### config.mk
export PLATFORM = sky130hd
export DESIGN_NAME = uart_baud_ctrl
export DESIGN_NICKNAME = d
export VERILOG_FILES = /design/src/rtl/uart_baud_pkg.sv /design/src/rtl/baud_divider.sv /design/src/rtl/uart_baud_ctrl.sv
export SDC_FILE = /design/constraint.sdc
export NUM_CORES = 1
export LEC_CHECK = 0
export BUFFER_PORTS_ARGS = -buffer_cell sky130_fd_sc_hd__buf_2
export CORE_MARGIN = 10
export CORE_UTILIZATION = 40
export DETAILED_ROUTE_END_ITERATION = 10
export PLACE_DENSITY = 0.63
export SLEW_MARGIN = 10
export SYNTH_ARGS = -nofsm -noshare
export SYNTH_HDL_FRONTEND = slang
export SYNTH_SLANG_ARGS = --single-unit
### constraint.sdc
create_clock -name clk_board -period 8.1 [get_ports clk_board]
set_clock_uncertainty 0.15 [all_clocks]
set_input_delay 0.405 -clock clk_board [delete_from_list [all_inputs] [get_ports clk_board]]
set_output_delay 0.405 -clock clk_board [all_outputs]
set_load 0.005 [all_outputs]
### src/rtl/uart_baud_pkg.sv
// uart_baud_pkg: baud table, divider-limit helper and FSM encoding for uart_baud_ctrl
package uart_baud_pkg;
   localparam int BAUD_SEL_W = 3;
   localparam int BAUD_TABLE [8] = '{1200, 2400, 4800, 9600, 19200, 38400, 57600, 115200};
   typedef enum logic [1:0] {RUN, DRAIN, RELOAD} state_t;
   function automatic int baud_limit(input int board_freq, input int sel);
      return (board_freq + BAUD_TABLE[sel] * 8) / (BAUD_TABLE[sel] * 16) - 1;
   endfunction
endpackage

### src/rtl/baud_divider.sv
// baud_divider: oversample divider plus 16-phase bit counter with registered tick pulses
module baud_divider #(
   parameter int CNT_W = 13
) (
   input  logic             clk,
   input  logic             rst_n,
   input  logic             enable,
   input  logic             clear,
   input  logic [CNT_W-1:0] limit,
   output logic             bit_edge,
   output logic             tick_x16,
   output logic             tick_bit
);
   logic [CNT_W-1:0] div_cnt;
   logic [3:0]       sub_cnt;
   logic             wrap;
   assign wrap     = div_cnt == limit;
   assign bit_edge = wrap && sub_cnt == 4'hF;
   always_ff @(posedge clk or negedge rst_n)
      if (!rst_n) begin
         div_cnt  <= '0;
         sub_cnt  <= '0;
         tick_x16 <= 1'b0;
         tick_bit <= 1'b0;
      end else if (!enable) begin
         tick_x16 <= 1'b0;
         tick_bit <= 1'b0;
      end else if (clear) begin
         div_cnt  <= '0;
         sub_cnt  <= '0;
         tick_x16 <= 1'b0;
         tick_bit <= 1'b0;
      end else begin
         div_cnt  <= wrap ? '0 : div_cnt + 1'b1;
         sub_cnt  <= wrap ? sub_cnt + 4'd1 : sub_cnt;
         tick_x16 <= wrap;
         tick_bit <= bit_edge;
      end
endmodule

### src/rtl/uart_baud_ctrl.sv
// uart_baud_ctrl: programmable x16/bit tick scheduler with rate changes deferred to bit boundaries
module uart_baud_ctrl
   import uart_baud_pkg::*;
#(
   parameter int BOARD_FREQ  = 100000000,
   parameter int DEFAULT_SEL = 3,
   parameter int CNT_W       = 13
) (
   input  logic                  clk_board,
   input  logic                  reset,
   input  logic                  enable,
   input  logic                  sel_req,
   input  logic [BAUD_SEL_W-1:0] sel_val,
   output logic                  sel_busy,
   output logic                  sel_ack,
   output logic [BAUD_SEL_W-1:0] cur_sel,
   output logic                  tick_x16,
   output logic                  tick_bit
);
   state_t                state;
   logic [BAUD_SEL_W-1:0] pend_sel;
   logic [CNT_W-1:0]      limit_tab [8];
   logic                  bit_edge;
   for (genvar i = 0; i < 8; i++) begin : g_lim
      assign limit_tab[i] = CNT_W'(baud_limit(BOARD_FREQ, i));
   end
   baud_divider #(.CNT_W(CNT_W)) u_div (
      .clk      (clk_board),
      .rst_n    (reset),
      .enable   (enable),
      .clear    (state == RELOAD),
      .limit    (limit_tab[cur_sel]),
      .bit_edge (bit_edge),
      .tick_x16 (tick_x16),
      .tick_bit (tick_bit)
   );
   // busy stays high through the ack cycle, so a request landing there is dropped
   always_ff @(posedge clk_board or negedge reset)
      if (!reset) begin
         state    <= RUN;
         cur_sel  <= BAUD_SEL_W'(DEFAULT_SEL);
         pend_sel <= '0;
         sel_busy <= 1'b0;
         sel_ack  <= 1'b0;
      end else begin
         sel_ack <= 1'b0;
         if (enable)
            case (state)
               RUN:
                  if (sel_busy) sel_busy <= 1'b0;
                  else if (sel_req && sel_val != cur_sel) begin
                     pend_sel <= sel_val;
                     sel_busy <= 1'b1;
                     state    <= DRAIN;
                  end else if (sel_req) sel_ack <= 1'b1;
               DRAIN: if (bit_edge) state <= RELOAD;
               RELOAD: begin
                  cur_sel <= pend_sel;
                  sel_ack <= 1'b1;
                  state   <= RUN;
               end
               default: state <= RUN;
            endcase
      end
endmodule

==> reports/metrics.cfg <==
[hold_path]
class_of_the_tightest_hold_or_removal_check=in -> async

[synthesis]
synthDominantCellAreaShare=0.359
synth_async_sr_flop_share=1.00
mappedNetlistArea_um2=1880
post_synth_inst_count=193
synth-edff-count=0
largest_cells_by_area_after_synthesis=sky130_fd_sc_hd__dfrtp_1 36%, sky130_fd_sc_hd__ha_1 6.0%, sky130_fd_sc_hd__xnor2_1 4.7%
synth_seq_cells=29
ys.warnings.count=0
synth_top_flop_cell=sky130_fd_sc_hd__dfrtp_1
syn-mean-instance-area_um2=9.76
sequential_element_share_of_the_synthesized_area=0.387
synthesis.nets=209
synthDistinctLibCells=49
synth.largest_area_cell=sky130_fd_sc_hd__dfrtp_1

[sta]
hold_ws_ns=-0.000358
min_period_ns=3.25
timing.final.crit_share=0.401
setup_viol=0
setup_total_negative_slack_ns=0
slew_viol_final=0
rsz0062_at_grt=false
final.setup.worst_slack_ns=4.85
maxClockFrequency_mhz=308
timing.max_slew.rel_slack=0.418
transition_time_at_the_pin_with_the_least_slew_margin_ns=0.867
hold_violations=2

[setup_path]
critPathSlowestCell=sky130_fd_sc_hd__a211oi_1
timing.critical_path.arrival_ns=3.25
cp_slowest_stage_delay_ns=0.74
critPathCaptureType=register
crit_type=reg -> reg
crit_path_max_fanout=15
critical_path.cell_chain=inv_1 > ha_1 > or2_2 > a21o_1 > a211oi_1 > a31o_2 > o21ai_0
required_ns=8.10
start_kind=register

[pwr]
power_density_nw_per_um2=194
p_leak_nw=0.896
power.ir.vdd_worst_v=0.0000911

[global_route]
groute.layer.met2.usage=0.170
global_route_wire_length_before_repair_um=7490
via_count_of_the_first_global_routing_pass=1534
global_route.overflow_total=0
antenna_found_initial=0
gr-usage-all-layers=0.122
largest_net_degree_at_the_start_of_global_routing=30
globalRouteMet3Util=0.0441
top_usage_layer=met2
met1_usage=0.160

[finish]
finish.instance_area_um2=2030
multi_input_comb_area_um2=1070
drive_above_1_share=0.158
n_fill_cell=430
area_growth_pct=7.97
seqCellArea_um2=728
post_layout_nonfiller_instances=255
design.final.nets=218
antennaDiodeCount=0

[detailed_routing]
routed_wl_um=4110
route.detailed.vias_per_inst=5.73
first_iter_violations=111
drc=0
detailroute.via_count=1460
drtAntennaViolNets=0
detailedRoute.firstPassIterationCount=4
drt-wirelength-per-cell_um=16.1

[clocking]
skew_pair_late_insertion_delay_ns=0.28
cts_max_level=2
cts-root-buf=sky130_fd_sc_hd__clkbuf_8
clk_path_buf_depth=2
post_cts_buffers=0
hold_buffers=0
cts_tree=built
tritoncts.num_buffers=5
cts_repair_resize_count=0
clkSinkCount=29
clkTransAtPathRegs_ns=0.06

[placed_design]
detailed_placement_hpwl_um=2880
pre_cts_ws_ns=4.89
cell_count_post_placement=247
gp_congestion=0.807
place_area_um2=1950
place.port_buffers=13

[die]
io_pins=14
floorplan_row_count=24
die_w_um=88.6
fp.dieArea_um2=7850
die_height_um=88.6
core_area_um2=4440
floorplan.initialDensity=0.424

[run_status]
status=finished with violations
failed_checks=negative hold slack

[flow_run]
cap_viol_max_count=0

-- Yosys cell counts, drive strengths merged, types with 2 or more instances --
library cell,number
a21oi,13
a31o,2
a41oi,4
and3,9
and4,4
buf,6
clkbuf,5
dfrtp,27
dfstp,2
ha,9
inv,6
mux2,7
mux2i,2
nand2,13
nand2b,3
nand3,8
nand3b,2
nand4,2
nor2,7
nor2b,5
nor3,5
nor4b,4
o21ai,5
o221ai,2
o2bb2ai,4
xnor2,10
xor2,8
-- worst max-delay path, delay by kind of cell, from the launching register on --
kind / cells / cell delay (ns)
AND/OR/NAND/NOR: 1 / 0.30
flip-flops: 1 / 0.68
AO/OA/AOI/OAI: 4 / 1.53
buffers and inverters: 1 / 0.15
adder cells (fa/ha/maj): 1 / 0.29
-- through the flow --
step                       util  power (mW)
after global placement    0.439       0.282
after global routing      0.457       0.424
after detailed placement  0.439       0.284
after floorplan               -       0.262
after CTS                 0.457       0.401
final                     0.457       0.394
-- flip-flops by register name, summed over array words and instances, names as in the netlist --
signal and cells:
u_div.div_cnt 13, u_div.sub_cnt 4, cur_sel 3, pend_sel 3, state 2, sel_ack 1, sel_busy 1, u_div.tick_bit 1
u_div.tick_x16 1
-- metal layers --
metal | routed length [µm] | up-vias | share of wire
li1 | - | 724 | -
met1 | 2000 | 695 | 0.49
met2 | 1770 | 34 | 0.43
met3 | 262 | 7 | 0.064
met4 | 78 | 0 | 0.019
met5 | 0 | - | 0
-- area by class of cell --
type,instances,share of cell area
Clock buffer,6,0.0357
Clock inverter,2,0.00492
Inverter,6,0.0111
Multi-Input combinational cell,147,0.526
Sequential cell,29,0.358
Tap cell,52,0.0320
Timing Repair Buffer,13,0.0320
-- final timing paths --
kind,slack [ns],startpoint,endpoint,cells past startpoint
worst max-delay path,4.85,cur_sel[0],u_div.sub_cnt[1],7
max in group asynchronous,7.37,reset,u_div.div_cnt[3],1
min in group clk_board,0.24,sel_val[0],pend_sel[0],2
worst min register to register,0.36,pend_sel[0],pend_sel[0],1
worst max register to register,4.85,cur_sel[0],u_div.sub_cnt[1],7
worst min-delay path,-0.0004,reset,u_div.div_cnt[12],1
-- logic make-up (layout without fill, tap and decap cells) --
kind of cell,count (synthesis),in the layout,share of synthesized area
AND/OR/NAND/NOR,69,69,0.214
AO/OA/AOI/OAI,42,42,0.158
flip-flops,29,29,0.387
XOR/XNOR,18,18,0.0837
buffers and inverters,17,27,0.0452
adder cells (fa/ha/maj),9,9,0.0598
multiplexers,9,9,0.0525
-- placed cells by master (no fill, tap or decap), types with 6 or more instances in the layout --
| cell type | instances |
|---|---|
| sky130_fd_sc_hd__a21oi_1 | 13 |
| sky130_fd_sc_hd__and3_1 | 9 |
| sky130_fd_sc_hd__buf_2 | 13 |
| sky130_fd_sc_hd__dfrtp_1 | 27 |
| sky130_fd_sc_hd__ha_1 | 9 |
| sky130_fd_sc_hd__inv_1 | 6 |
| sky130_fd_sc_hd__mux2_2 | 7 |
| sky130_fd_sc_hd__nand2_1 | 13 |
| sky130_fd_sc_hd__nand3_1 | 8 |
| sky130_fd_sc_hd__nor2_1 | 7 |
| sky130_fd_sc_hd__xnor2_1 | 10 |
| sky130_fd_sc_hd__xor2_1 | 8 |
-- power breakdown --
group	switching, mW	internal [mW]	leakage [nW]
Sequential	0.0387	0.163	0.360
Combinational	0.0395	0.0400	0.491
Clock	0.0537	0.0593	0.0450
(Power assumes the default switching activity.)
